<file path="src/rtl/rx232_pkg.sv">
// Shared types and constants for the parametrised RS-232 receive path.
package rx232_pkg;

  typedef enum logic [2:0] {
    IDLE   = 3'd0,
    DATA   = 3'd1,
    PARITY = 3'd2,
    STOP   = 3'd3,
    BRK    = 3'd4
  } rx_state_t;

  localparam int PAR_NONE = 0;
  localparam int PAR_ODD  = 1;
  localparam int PAR_EVEN = 2;

  // Required XOR of data and parity bit: 1 for odd, 0 for even.
  function automatic logic parity_expected(input int mode);
    return (mode == PAR_ODD);
  endfunction

endpackage

</file>
<file path="src/rtl/rx232_edge_det.sv">
// Bit-clock delay line producing a one-clk pulse per rising edge of rxck.
module rx232_edge_det (
  input  logic clk,
  input  logic rst,
  input  logic rxck,
  output logic rxck_r
);

  logic [1:0] d;

  always_ff @(posedge clk) begin
    if (!rst) d <= '0;
    else      d <= {d[0], rxck};
  end

  assign rxck_r = d[0] & ~d[1];

endmodule

</file>
<file path="src/rtl/rx232_pd_gen.sv">
// RS-232 receive deserialiser: 5..9 data bits, optional parity, 1/2 stop bits.
// Define RX232_BREAK_DET_EN to enable break detection (BRK state, break_det).
module rx232_pd_gen
  import rx232_pkg::*;
#(
  parameter int DATA_BITS   = 8,
  parameter int PARITY_MODE = 0,
  parameter int STOP_BITS   = 1
) (
  input  logic                 clk,
  input  logic                 rst,
  input  logic                 rxsdi,
  input  logic                 rxck,
  output logic [DATA_BITS-1:0] rxpd,
  output logic                 rx_vld,
  input  logic                 rx_ack,
  output logic                 rx_perr,
  output logic                 rx_ferr,
  output logic                 rx_start,
  output logic                 rx_busy,
  output logic                 overrun_err,
  output logic                 break_det
);

  localparam logic [3:0] LAST_BIT = 4'(DATA_BITS - 1);
  localparam bit         HAS_PAR  = (PARITY_MODE != PAR_NONE);

  rx_state_t            state;
  logic [3:0]           bit_cnt;
  logic [DATA_BITS-1:0] shreg;
  logic                 par_bit;
  logic                 stop_cnt;
  logic                 ferr_acc;
  logic                 rxck_r;

  rx232_edge_det u_edge (
    .clk    (clk),
    .rst    (rst),
    .rxck   (rxck),
    .rxck_r (rxck_r)
  );

  logic last_stop, frame_ferr, frame_perr, brk_take;

  assign last_stop  = (STOP_BITS == 1) || stop_cnt;
  assign frame_ferr = ferr_acc | ~rxsdi;
  assign frame_perr = HAS_PAR && ((^shreg ^ par_bit) != parity_expected(PARITY_MODE));
  assign rx_busy    = (state != IDLE);

`ifdef RX232_BREAK_DET_EN
  // Break is judged on the first stop sample, before any second stop bit.
  assign brk_take = !stop_cnt && (shreg == '0) && (!HAS_PAR || !par_bit) && !rxsdi;
`else
  assign brk_take  = 1'b0;
  assign break_det = 1'b0;
`endif

  always_ff @(posedge clk) begin
    if (!rst) begin
      state       <= IDLE;
      bit_cnt     <= '0;
      shreg       <= '0;
      par_bit     <= 1'b0;
      stop_cnt    <= 1'b0;
      ferr_acc    <= 1'b0;
      rxpd        <= '1;
      rx_vld      <= 1'b0;
      rx_perr     <= 1'b0;
      rx_ferr     <= 1'b0;
      rx_start    <= 1'b0;
      overrun_err <= 1'b0;
`ifdef RX232_BREAK_DET_EN
      break_det   <= 1'b0;
`endif
    end else begin
      rx_start    <= 1'b0;
      overrun_err <= 1'b0;
`ifdef RX232_BREAK_DET_EN
      break_det   <= 1'b0;
`endif
      if (rx_vld && rx_ack) rx_vld <= 1'b0;

      if (rxck_r) begin
        case (state)
          IDLE: begin
            if (!rxsdi) begin
              state    <= DATA;
              bit_cnt  <= '0;
              rx_start <= 1'b1;
            end
          end
          DATA: begin
            shreg    <= {rxsdi, shreg[DATA_BITS-1:1]};
            bit_cnt  <= bit_cnt + 4'd1;
            stop_cnt <= 1'b0;
            ferr_acc <= 1'b0;
            if (bit_cnt == LAST_BIT) state <= HAS_PAR ? PARITY : STOP;
          end
          PARITY: begin
            par_bit <= rxsdi;
            state   <= STOP;
          end
          STOP: begin
            if (brk_take) begin
`ifdef RX232_BREAK_DET_EN
              break_det <= 1'b1;
`endif
              state <= BRK;
            end else if (!last_stop) begin
              stop_cnt <= 1'b1;
              ferr_acc <= ~rxsdi;
            end else begin
              state <= IDLE;
              // A held, unacknowledged word wins over the new one.
              if (!rx_vld || rx_ack) begin
                rxpd    <= shreg;
                rx_perr <= frame_perr;
                rx_ferr <= frame_ferr;
                rx_vld  <= 1'b1;
              end else begin
                overrun_err <= 1'b1;
              end
            end
          end
          BRK: begin
            if (rxsdi) state <= IDLE;
          end
          default: state <= IDLE;
        endcase
      end
    end
  end

endmodule

</file>
<file path="config.mk">
export PLATFORM = sky130hd
export DESIGN_NAME = rx232_pd_gen
export DESIGN_NICKNAME = d
export VERILOG_FILES = /design/src/rtl/rx232_pkg.sv /design/src/rtl/rx232_edge_det.sv /design/src/rtl/rx232_pd_gen.sv
export SDC_FILE = /design/constraint.sdc
export NUM_CORES = 1
export LEC_CHECK = 0
export CAP_MARGIN = 25
export CORE_UTILIZATION = 50
export CTS_CLUSTER_SIZE = 28
export DETAILED_ROUTE_END_ITERATION = 6
export PLACE_DENSITY_LB_ADDON = 0.2
export SYNTH_ARGS = -nofsm -noshare
export SYNTH_HDL_FRONTEND = slang
export SYNTH_SLANG_ARGS = --single-unit
</file>
<file path="constraint.sdc">
create_clock -name clk -period 1.5 [get_ports clk]
set_input_delay 0.3 -clock clk [delete_from_list [all_inputs] [get_ports clk]]
set_output_delay 0.3 -clock clk [all_outputs]
set_load 0.03 [all_outputs]
</file>
==> run metrics, run 1 <==
outcome=completed; Die Ht=between 40 and 50 um; root buf cell=clkbuf_4; Worst Path Max Fanout=5; # diodes=0; CTS tree=done; DP Wirelength=approximately 1.6 mm; Worst Skew=7.76 ps; largest net degree at the start of global routing=17; Initial Utilization=0.550; Routed wire per std cell=around 12 um; Total Wirelength=roughly 2.1 mm; Area contributors post-synth=dfxtp_1 (50%), nand2_1 (9.7%), nand3_1 (8.5%); full die area=between 2000 and 2500 sq um; H-tree Lvls=1; total CTS buffers=3; flop2flop setup slack=roughly 48 ps; Post-Syn Instances=132; share of the synthesized area in the top cell type=0.499; Worst Setup End Kind=flop; DP Worst Slack=-147 ps; Worst path slowest cell=dfxtp_1; DRC Markers=0; post-synthesis cell type count=29; Hold/Removal Path Class=reg -> reg; final-report setup violation count=0; I/O pin cnt=20; Seq/Total Area, Yosys=0.499; drt via density=between 5 and 6; Max Freq=0.689 GHz; Setup CP Type=reg -> reg; vias in the first global route=approximately 850; delay-heaviest family, CP=compound AO/OA/AOI/OAI gates; core region area=2040 sq um; clock sinks=28; setup bufs post-CTS=0; RSZ-0062 raised after global routing=true; Detail Route Antenna Nets=0; critical-path cell list=inv_2 -> ha_2 -> and2b_1 -> o21a_1 -> nand2_1 -> o32ai_1; total grt overflow=0; Die X=approximately 49 um; required time of the critical path=about 1700 ps; Worst setup SP type=flop; Final Cell Area=~1400 sq um; post-synth top area cell=dfxtp_1; RD Place Congestion=0.721; Mapped Area=1120 sq um; total global-route track usage=0.197; FILL cells=around 190; Power per Cell Area=~960 nW/um^2; First-pass DRT Iterations=4; CP bufs+invs=1; Hold-fix buffers, CTS=0; Synth warnings=0; Worst-path clk slew=around 150 ps; Max Root-Sink Buffers=2; # port buffers=17; Hold Fails Final Rpt=0; Peak VDD IR=0.640 mV; fin crit share=0.968; Placed Cells incl. Taps=177; initial antenna violation count=0; slowest stage delay, CP=approximately 350 ps; Final Util=0.692; setup ws final=about 48 ps; initial DRC count=22; Clock Latency Late Sink=approximately 330 ps; FF+latch count, synth=28; min cycle time layout=1450 ps; Layout area overhead=25.7%; Setup TNS=0 ps; first-pass GRT wire length=roughly 3.7 mm; Syn Area/Cell=8.51 sq um; max cap viols=0; Slew Viols, Final=0; share of layout cells above drive strength 1=0.130; Post-DP Area=between 1000 and 1500 sq um; critical path arrival=~1700 ps; Lkg Pwr=between 0.5 and 0.6 nW; non-filler cells, final=about 180; Placement Rows=16; DR vias=970; # nets final=164
[registers in the layout, summed over array words and instances, names as in the netlist]
signal / count
rxpd: 8
shreg: 8
bit_cnt: 4
state: 2
u_edge.d: 2
overrun_err: 1
rx_ferr: 1
rx_start: 1
rx_vld: 1
[report_power, final]
part / switching [mW] / internal, mW / leakage, nW
Combinational: 0.0611 / 0.0443 / 0.321
Clock: 0.221 / 0.271 / 0.0279
Sequential: 0.00498 / 0.750 / 0.227
Total: 0.287 / 1.06 / 0.576
[logic make-up (layout without fill, tap and decap cells)]
kind of cell,Yosys count,after routing,synth area share
AOI/OAI and AO/OA,20,20,0.111
muxes,1,1,0.00891
buffers and inverters,11,32,0.0445
adders and majority gates,4,4,0.0445
other,1,2,0.00334
and+or+nand+nor,67,67,0.288
DFF,28,28,0.499
[cell usage in the layout, fill, tap and decap left out, types with 2 or more instances in the layout]
cell type,netlist,routed
inv_1,4,2
buf_4,2,7
and2_1,2,2
nand3b_1,2,2
nand2_1,29,29
ha_1,4,2
dlygate4sd2_1,0,12
a21oi_1,12,12
conb_1,1,2
nor2_1,3,2
o31ai_1,2,2
clkdlybuf4s50_1,0,4
dfxtp_1,28,27
and2b_1,3,3
nand2b_1,3,3
inv_2,1,3
nand3_1,19,19
clkbuf_4,0,3
or3_1,2,2
[layout make-up]
type                    count  area, sq um  share of cell area
flip-flops and latches     28          564               0.399
multi-input cells          94          546               0.386
repair buffers             23          198               0.140
well taps                  27         33.8              0.0239
clock inverters             1         30.0              0.0213
clock buffers               3         22.5              0.0159
inverters                   5         18.8              0.0133
[cell usage after synthesis]
cell,instances
a21oi_1,12
o21ai_1,1
dfxtp_1,28
nand3_2,1
a211oi_1,1
nor2_1,3
o31ai_1,2
and3_1,1
nor3_1,1
buf_2,1
nand2b_1,3
o22ai_1,1
clkbuf_1,3
a221oi_2,1
ha_1,4
o32ai_1,1
conb_1,1
nand3_1,19
and2_1,2
nand3b_1,2
buf_4,2
and2b_1,3
o21a_1,1
inv_2,1
inv_1,4
or3_1,2
mux2i_1,1
nand2_1,29
nor2b_1,1
[timing repair]
action	in CTS	in global routing
cloned	0	0
pin swaps	0	1
gates resized for setup	14	7
endpoints found under the setup margin	14	12
[worst paths after layout]
kind | startpoint | to | cells after the start
max | state[1] | bit_cnt[3] | 6
min | rx_ferr | rx_ferr | 2
max reg2reg | state[1] | bit_cnt[3] | 6
min reg2reg | rx_ferr | rx_ferr | 2
[worst min-delay path: stages, from the launching register on]
cell,delay (ps)
dfxtp_1,340
nand2_1,50
a21oi_1,50
[per-layer routing]
metal  up-vias  GRT usage  share of wire
met2        23      0.329           0.47
met4         0      0.114          0.023
met5         -          0              0
met3         5     0.0312          0.036
li1        490          -              -
met1       452      0.238           0.47
[through the flow]
step                      power [mW]  hold WS (ps)
after CTS                       1.35           474
after global routing            1.41           493
final                           1.35           469
after floorplan                0.832           422
after global placement         0.865           445
after detailed placement       0.868           452
Note: power is estimated with default switching activity, not from simulation.
==> run 2: changes to the inputs <==
Settings changed: GPL_TIMING_DRIVEN set to 0, HOLD_SLACK_MARGIN set to 0.08.
==> run 2 against run 1 <==
First-iteration DRC count fell by 27%. Highest routed layer unchanged. Non-clock buffer count grew 1. Largest power group unchanged. Flip-flop and latch count unchanged. Sequential share of layout area grew 0.38 points. Wire length is 1.1% lower. Setup slack worse by 4.4 ps. Final area down 1.2%. Global-route usage barely moved. Critical endpoint is now rx_busy.
==> run metrics, run 2 (same netlist as run 1, synthesis figures left out) <==
Total Wirelength=2.07 mm (-1.1%); Layout area overhead=24.3%; critical-path cell list=inv_1 -> ha_4 -> inv_1 -> buf_6; commonest non-fill, non-tap cell in the layout=nand2_1; I/O pin cnt=20 (unchanged); Setup CP Type=reg -> out; Final Util=0.684 (-0.00797); Max Root-Sink Buffers=2 (unchanged); fin crit share=0.971 (+0.00296); share of layout cells above drive strength 1=0.116 (-0.0137); DP Worst Slack=-185 ps (-38.3 ps); CTS tree=done; Slew Viols, Final=0 (unchanged); initial DRC count=16 (-27%); FF/Latch Area=563 sq um (-0.22%); Max Freq=0.686 GHz (-0.30%); RSZ-0062 raised after global routing=true; full die area=2440 sq um (unchanged); Hold Fails Final Rpt=0 (unchanged); met1 usage=0.226 (-0.0122); Worst-path clk slew=140 ps (about the same); switching part of the total=0.212 (+0.000220); grt met2 use=0.331 (+0.00228); initial antenna violation count=0 (unchanged); Peak VDD IR=0.838 mV (+31%); setup ws final=43.2 ps (-4.44 ps); Worst setup SP type=flop; Regs by FF count=rxpd (8), shreg (8), bit_cnt (4); Hold/Removal Path Class=reg -> reg; final-report setup violation count=0 (unchanged); critical path arrival=1160 ps (-540 ps); Power Total=1.35 mW (-0.23%); CP dominant cell by count=inv_1; Routed wire per std cell=11.4 um (-1.6%); slowest stage delay, CP=390 ps (+40 ps); FILL cells=186 (+0.54%); multi-input logic area=532 sq um (-2.5%); Worst Path Max Fanout=4 (-1); Die Ht=49.4 um (unchanged); GR Util met3=0.0374 (+0.00623); Initial Utilization=0.550 (unchanged); most used routing layer=met2; DP Wirelength=1.46 mm (-6.3%); clock sinks=28 (unchanged); commonest non-fill, non-tap cells in the layout=nand2_1 (29), dfxtp_1 (26), nand3_1 (19), a21oi_1 (12), dlygate4sd2_1 (12); Clk pwr share=0.366 (+0.003); Die X=49.4 um (unchanged); Worst path slowest cell=dfxtp_2; Hold-fix buffers, CTS=0 (unchanged); # diodes=0 (unchanged); drt via density=5.15 (-3.8%); Worst Skew=2.43 ps (-5.33 ps); Placement Rows=16 (unchanged); H-tree Lvls=1 (unchanged); total global-route track usage=0.197 (-0.000268); min cycle time layout=1460 ps (+4.44 ps); max cap viols=0 (unchanged); Power per Cell Area=966 nW/um^2 (+0.94%); combinational cell fraction of total power=0.074 (-0.004); vias in the first global route=821 (-3.2%); total CTS buffers=3 (unchanged); required time of the critical path=1200 ps (-540 ps); First-pass DRT Iterations=4 (unchanged); # nets final=165 (+0.61%); Clock Latency Late Sink=330 ps (about the same); switching power=286 uW (-0.12%); outcome=completed; DR vias=938 (-3.3%); root buf cell=clkbuf_4; internal power=1.06 mW (-0.25%); RD Place Congestion=0.731 (+1.4%); sequential power share=0.560 (+0.002); total grt overflow=0 (unchanged); DRC Markers=0 (unchanged); # port buffers=17 (unchanged); Lkg Pwr=0.574 nW (-0.34%); largest net degree at the start of global routing=17 (unchanged); Detail Route Antenna Nets=0 (unchanged); Worst Setup End Kind=output port; core region area=2040 sq um (unchanged); first-pass GRT wire length=3.56 mm (-3.5%)
-- run 2: final timing paths --
path         depth (start not counted)       start        to  slack, ps
max                                  4    state[0]   rx_busy         40
min reg2reg                          2     rxpd[4]   rxpd[4]        470
max reg2reg                          5  bit_cnt[0]  state[0]         60
min                                  2     rxpd[4]   rxpd[4]        470
-- run 2: metrics by stage --
stage	cell area, sq um	hold WS [ps]	setup TNS [ps]	instances
2_1_floorplan	1130	422	0	133
3_3_place_gp	1330	446	-2590	177
3_5_place_dp	1330	457	-2770	177
4_1_cts	1370	478	0	181
5_1_grt	1400	499	-93.3	182
6_report	1400	471	0	182
-- run 2: layout make-up --
| class | instances | share of cell area |
|---|---|---|
| sequential | 28 | 0.403 |
| inverter | 5 | 0.0134 |
| clock buffer | 3 | 0.0161 |
| clock inverter | 1 | 0.0215 |
| multi-input combinational | 94 | 0.381 |
| tap | 27 | 0.0242 |
| timing repair buffer | 18 | 0.117 |
| buffer | 6 | 0.0233 |
-- run 2: layer usage --
| metal | wire length (um) | up-vias |
|---|---|---|
| met3 | 84 | 7 |
| met1 | 943 | 412 |
| met2 | 978 | 27 |
| met4 | 68 | 0 |
| met5 | 0 | - |
| li1 | - | 492 |
-- run 2: power by group through the flow --
stage          logic (mW)  registers [mW]  clock network (mW)
3_5_place_dp       0.0926           0.771                   0
4_1_cts            0.0922           0.755               0.502
5_1_grt             0.110           0.757               0.530
6_report           0.0998           0.756               0.493
2_1_floorplan      0.0603           0.772                   0
3_3_place_gp       0.0915           0.771                   0
-- run 2: timing repair --
item                                   4_1_cts  5_1_grt
buffers inserted                             0        1
resized for setup                           20        7
endpoints found under the hold margin        0        0
setup endpoints to repair                   14       15
-- run 2: critical path, delay by kind of cell, from the launching register on --
family | cells | cell delay (ps)
adder cells (fa/ha/maj) | 1 | 170
buffers and inverters | 3 | 260
flip-flops | 1 | 390
==> run 3: changes to the inputs <==
Clock period 1.5 ns to 1.4 ns, I/O delays scaled along.
==> run 3 against run 2 <==
The flow now finishes with violations (negative setup slack). Setup slack worse by 50 ps. Die area unchanged. First-iteration DRC count is 38% higher. Hold slack gained 3.4 ps. Global-route usage rose by 0.66 points. Wire length grew 16%. Critical path type unchanged. Largest cell class is now multi-input combinational cells. Largest power group unchanged. Highest routed layer unchanged.
==> run metrics, run 3 (same netlist as run 1, synthesis figures left out) <==
Hold-fix buffers, CTS=0 (unchanged); total CTS buffers=3 (unchanged); CP dominant cell by count=inv_2; total grt overflow=0 (unchanged); Power per Cell Area=978 nW/um^2 (+1.3%); fin crit share=1.00; Worst setup SP type=flop; Detail Route Antenna Nets=0 (unchanged); core region area=2040 sq um (unchanged); DP Wirelength=1.46 mm (unchanged); Lkg Pwr=0.617 nW (+7.4%); Worst Skew=3.77 ps (+1.34 ps); critical-path cell list=inv_2 -> ha_4 -> inv_2 -> buf_6; critical path arrival=1130 ps (-30 ps); Total Wirelength=2.40 mm (+16%); Worst-path clk slew=150 ps (about the same); Hold/Removal Path Class=reg -> reg; Die Ht=49.4 um (unchanged); Setup TNS=-6.78 ps (-6.78 ps); min cycle time layout=roughly 1400 ps; required time of the critical path=1120 ps (-80 ps); Worst path slowest cell=dfxtp_2; Die X=49.4 um (unchanged); largest net degree at the start of global routing=17 (unchanged); RD Place Congestion=0.731 (unchanged); # nets final=171 (+3.6%); max cap viols=0 (unchanged); First-pass DRT Iterations=4 (unchanged); non-filler cells, final=188 (+3.3%); outcome=finished, violations left; slowest stage delay, CP=400 ps (about the same); Layout area overhead=34.4%; DR vias=998 (+6.4%); Initial Utilization=0.550 (unchanged); Placement Rows=16 (unchanged); Worst Setup End Kind=output port; DRC Markers=0 (unchanged); H-tree Lvls=1 (unchanged); root buf cell=clkbuf_4; Slew Viols, Final=0 (unchanged); Worst Path Max Fanout=4 (unchanged); Peak VDD IR=0.876 mV (+4.5%); vias in the first global route=826 (+0.61%); Final Cell Area=1510 sq um (+8.2%); I/O pin cnt=20 (unchanged); Placed Cells incl. Taps=177 (unchanged); initial antenna violation count=0 (unchanged); first-pass GRT wire length=3.66 mm (+2.7%); Post-DP Area=1330 sq um (unchanged); RSZ-0062 raised after global routing=true; Hold Fails Final Rpt=0 (unchanged); Routed wire per std cell=12.8 um (+12%); initial DRC count=22 (+6); # diodes=0 (unchanged); commonest non-fill, non-tap cell in the layout=nand2_1; # port buffers=17 (unchanged); Max Freq=around 0.7 GHz; total global-route track usage=0.203 (+0.00656); final-report setup violation count=1 (+1); Regs by FF count=rxpd (8), shreg (8), bit_cnt (4); CTS tree=done; clock sinks=28 (unchanged); drt via density=5.31 (+3.0%); Clock Latency Late Sink=340 ps (about the same); Setup CP Type=reg -> out; share of layout cells above drive strength 1=0.267 (+0.151); failing checks=negative setup slack; setup ws final=-6.78 ps (-50.0 ps); commonest non-fill, non-tap cells in the layout=nand2_1 (27), dfxtp_1 (24), nand3_1 (18), a21oi_1 (12), buf_4 (8); full die area=2440 sq um (unchanged); Max Root-Sink Buffers=2 (unchanged)
run 3: changes by cell type in the layout (fill, tap and decap cells not counted), moves of 3 or more:
cell             previous run  this run
dlygate4sd2_1              12         2
clkbuf_2                    1         7
buf_4                       3         8
clkdlybuf4s15_1             0         5
ha_1                        3         0
ha_4                        1         4
run 3: power breakdown:
part	internal, mW	total (mW)	switching, mW	leakage (nW)
combinational	0.0546	0.129	0.0745	0.360
sequential	0.804	0.810	0.00567	0.228
clock	0.290	0.538	0.248	0.0279
run 3: critical path, delay by kind of cell (launching register included):
kind | cells | cell delay [ps]
adder cells (fa/ha/maj) | 1 | 170
flip-flops | 1 | 400
buffers and inverters | 3 | 230
run 3: metrics by stage:
stage	utilization	worst slack [ps]	hold slack, ps	total power, mW
after global routing	0.740	-44.1	501	1.52
final	0.740	-6.78	474	1.48
after global placement	0.652	-239	446	0.924
after detailed placement	0.652	-265	457	0.925
after floorplan	-	45.7	402	0.892
after CTS	0.686	-180	478	1.45
run 3: cell type report:
type,count,area (sq um)
multi-input combinational,94,606
sequential,28,566
fill,156,532
timing repair buffer,24,200
buffer,6,33.8
tap,27,33.8
clock inverter,1,30.0
clock buffer,3,22.5
inverter,5,18.8
run 3: final timing paths:
kind | cells past startpoint | from | slack [ps] | end
worst max-delay path | 4 | state[0] | -7 | rx_busy
worst min-delay path | 2 | rxpd[4] | 470 | rxpd[4]
worst max register to register | 7 | state[0] | 10 | rxpd[5]
worst min register to register | 2 | rxpd[4] | 470 | rxpd[4]
run 3: repair_timing:
action	4_1_cts	5_1_grt
pin swaps	2	8
buffers inserted	2	5
endpoints found under the setup margin	26	34
endpoints found under the hold margin	0	0
gates resized for setup	22	42
run 3: metal layers:
layer	routed length, um	GRT usage	vias to the layer above
li1	-	-	508
met5	0	0	-
met1	1030	0.230	452
met4	70	0.129	0
met2	1200	0.349	31
met3	97	0.0374	7
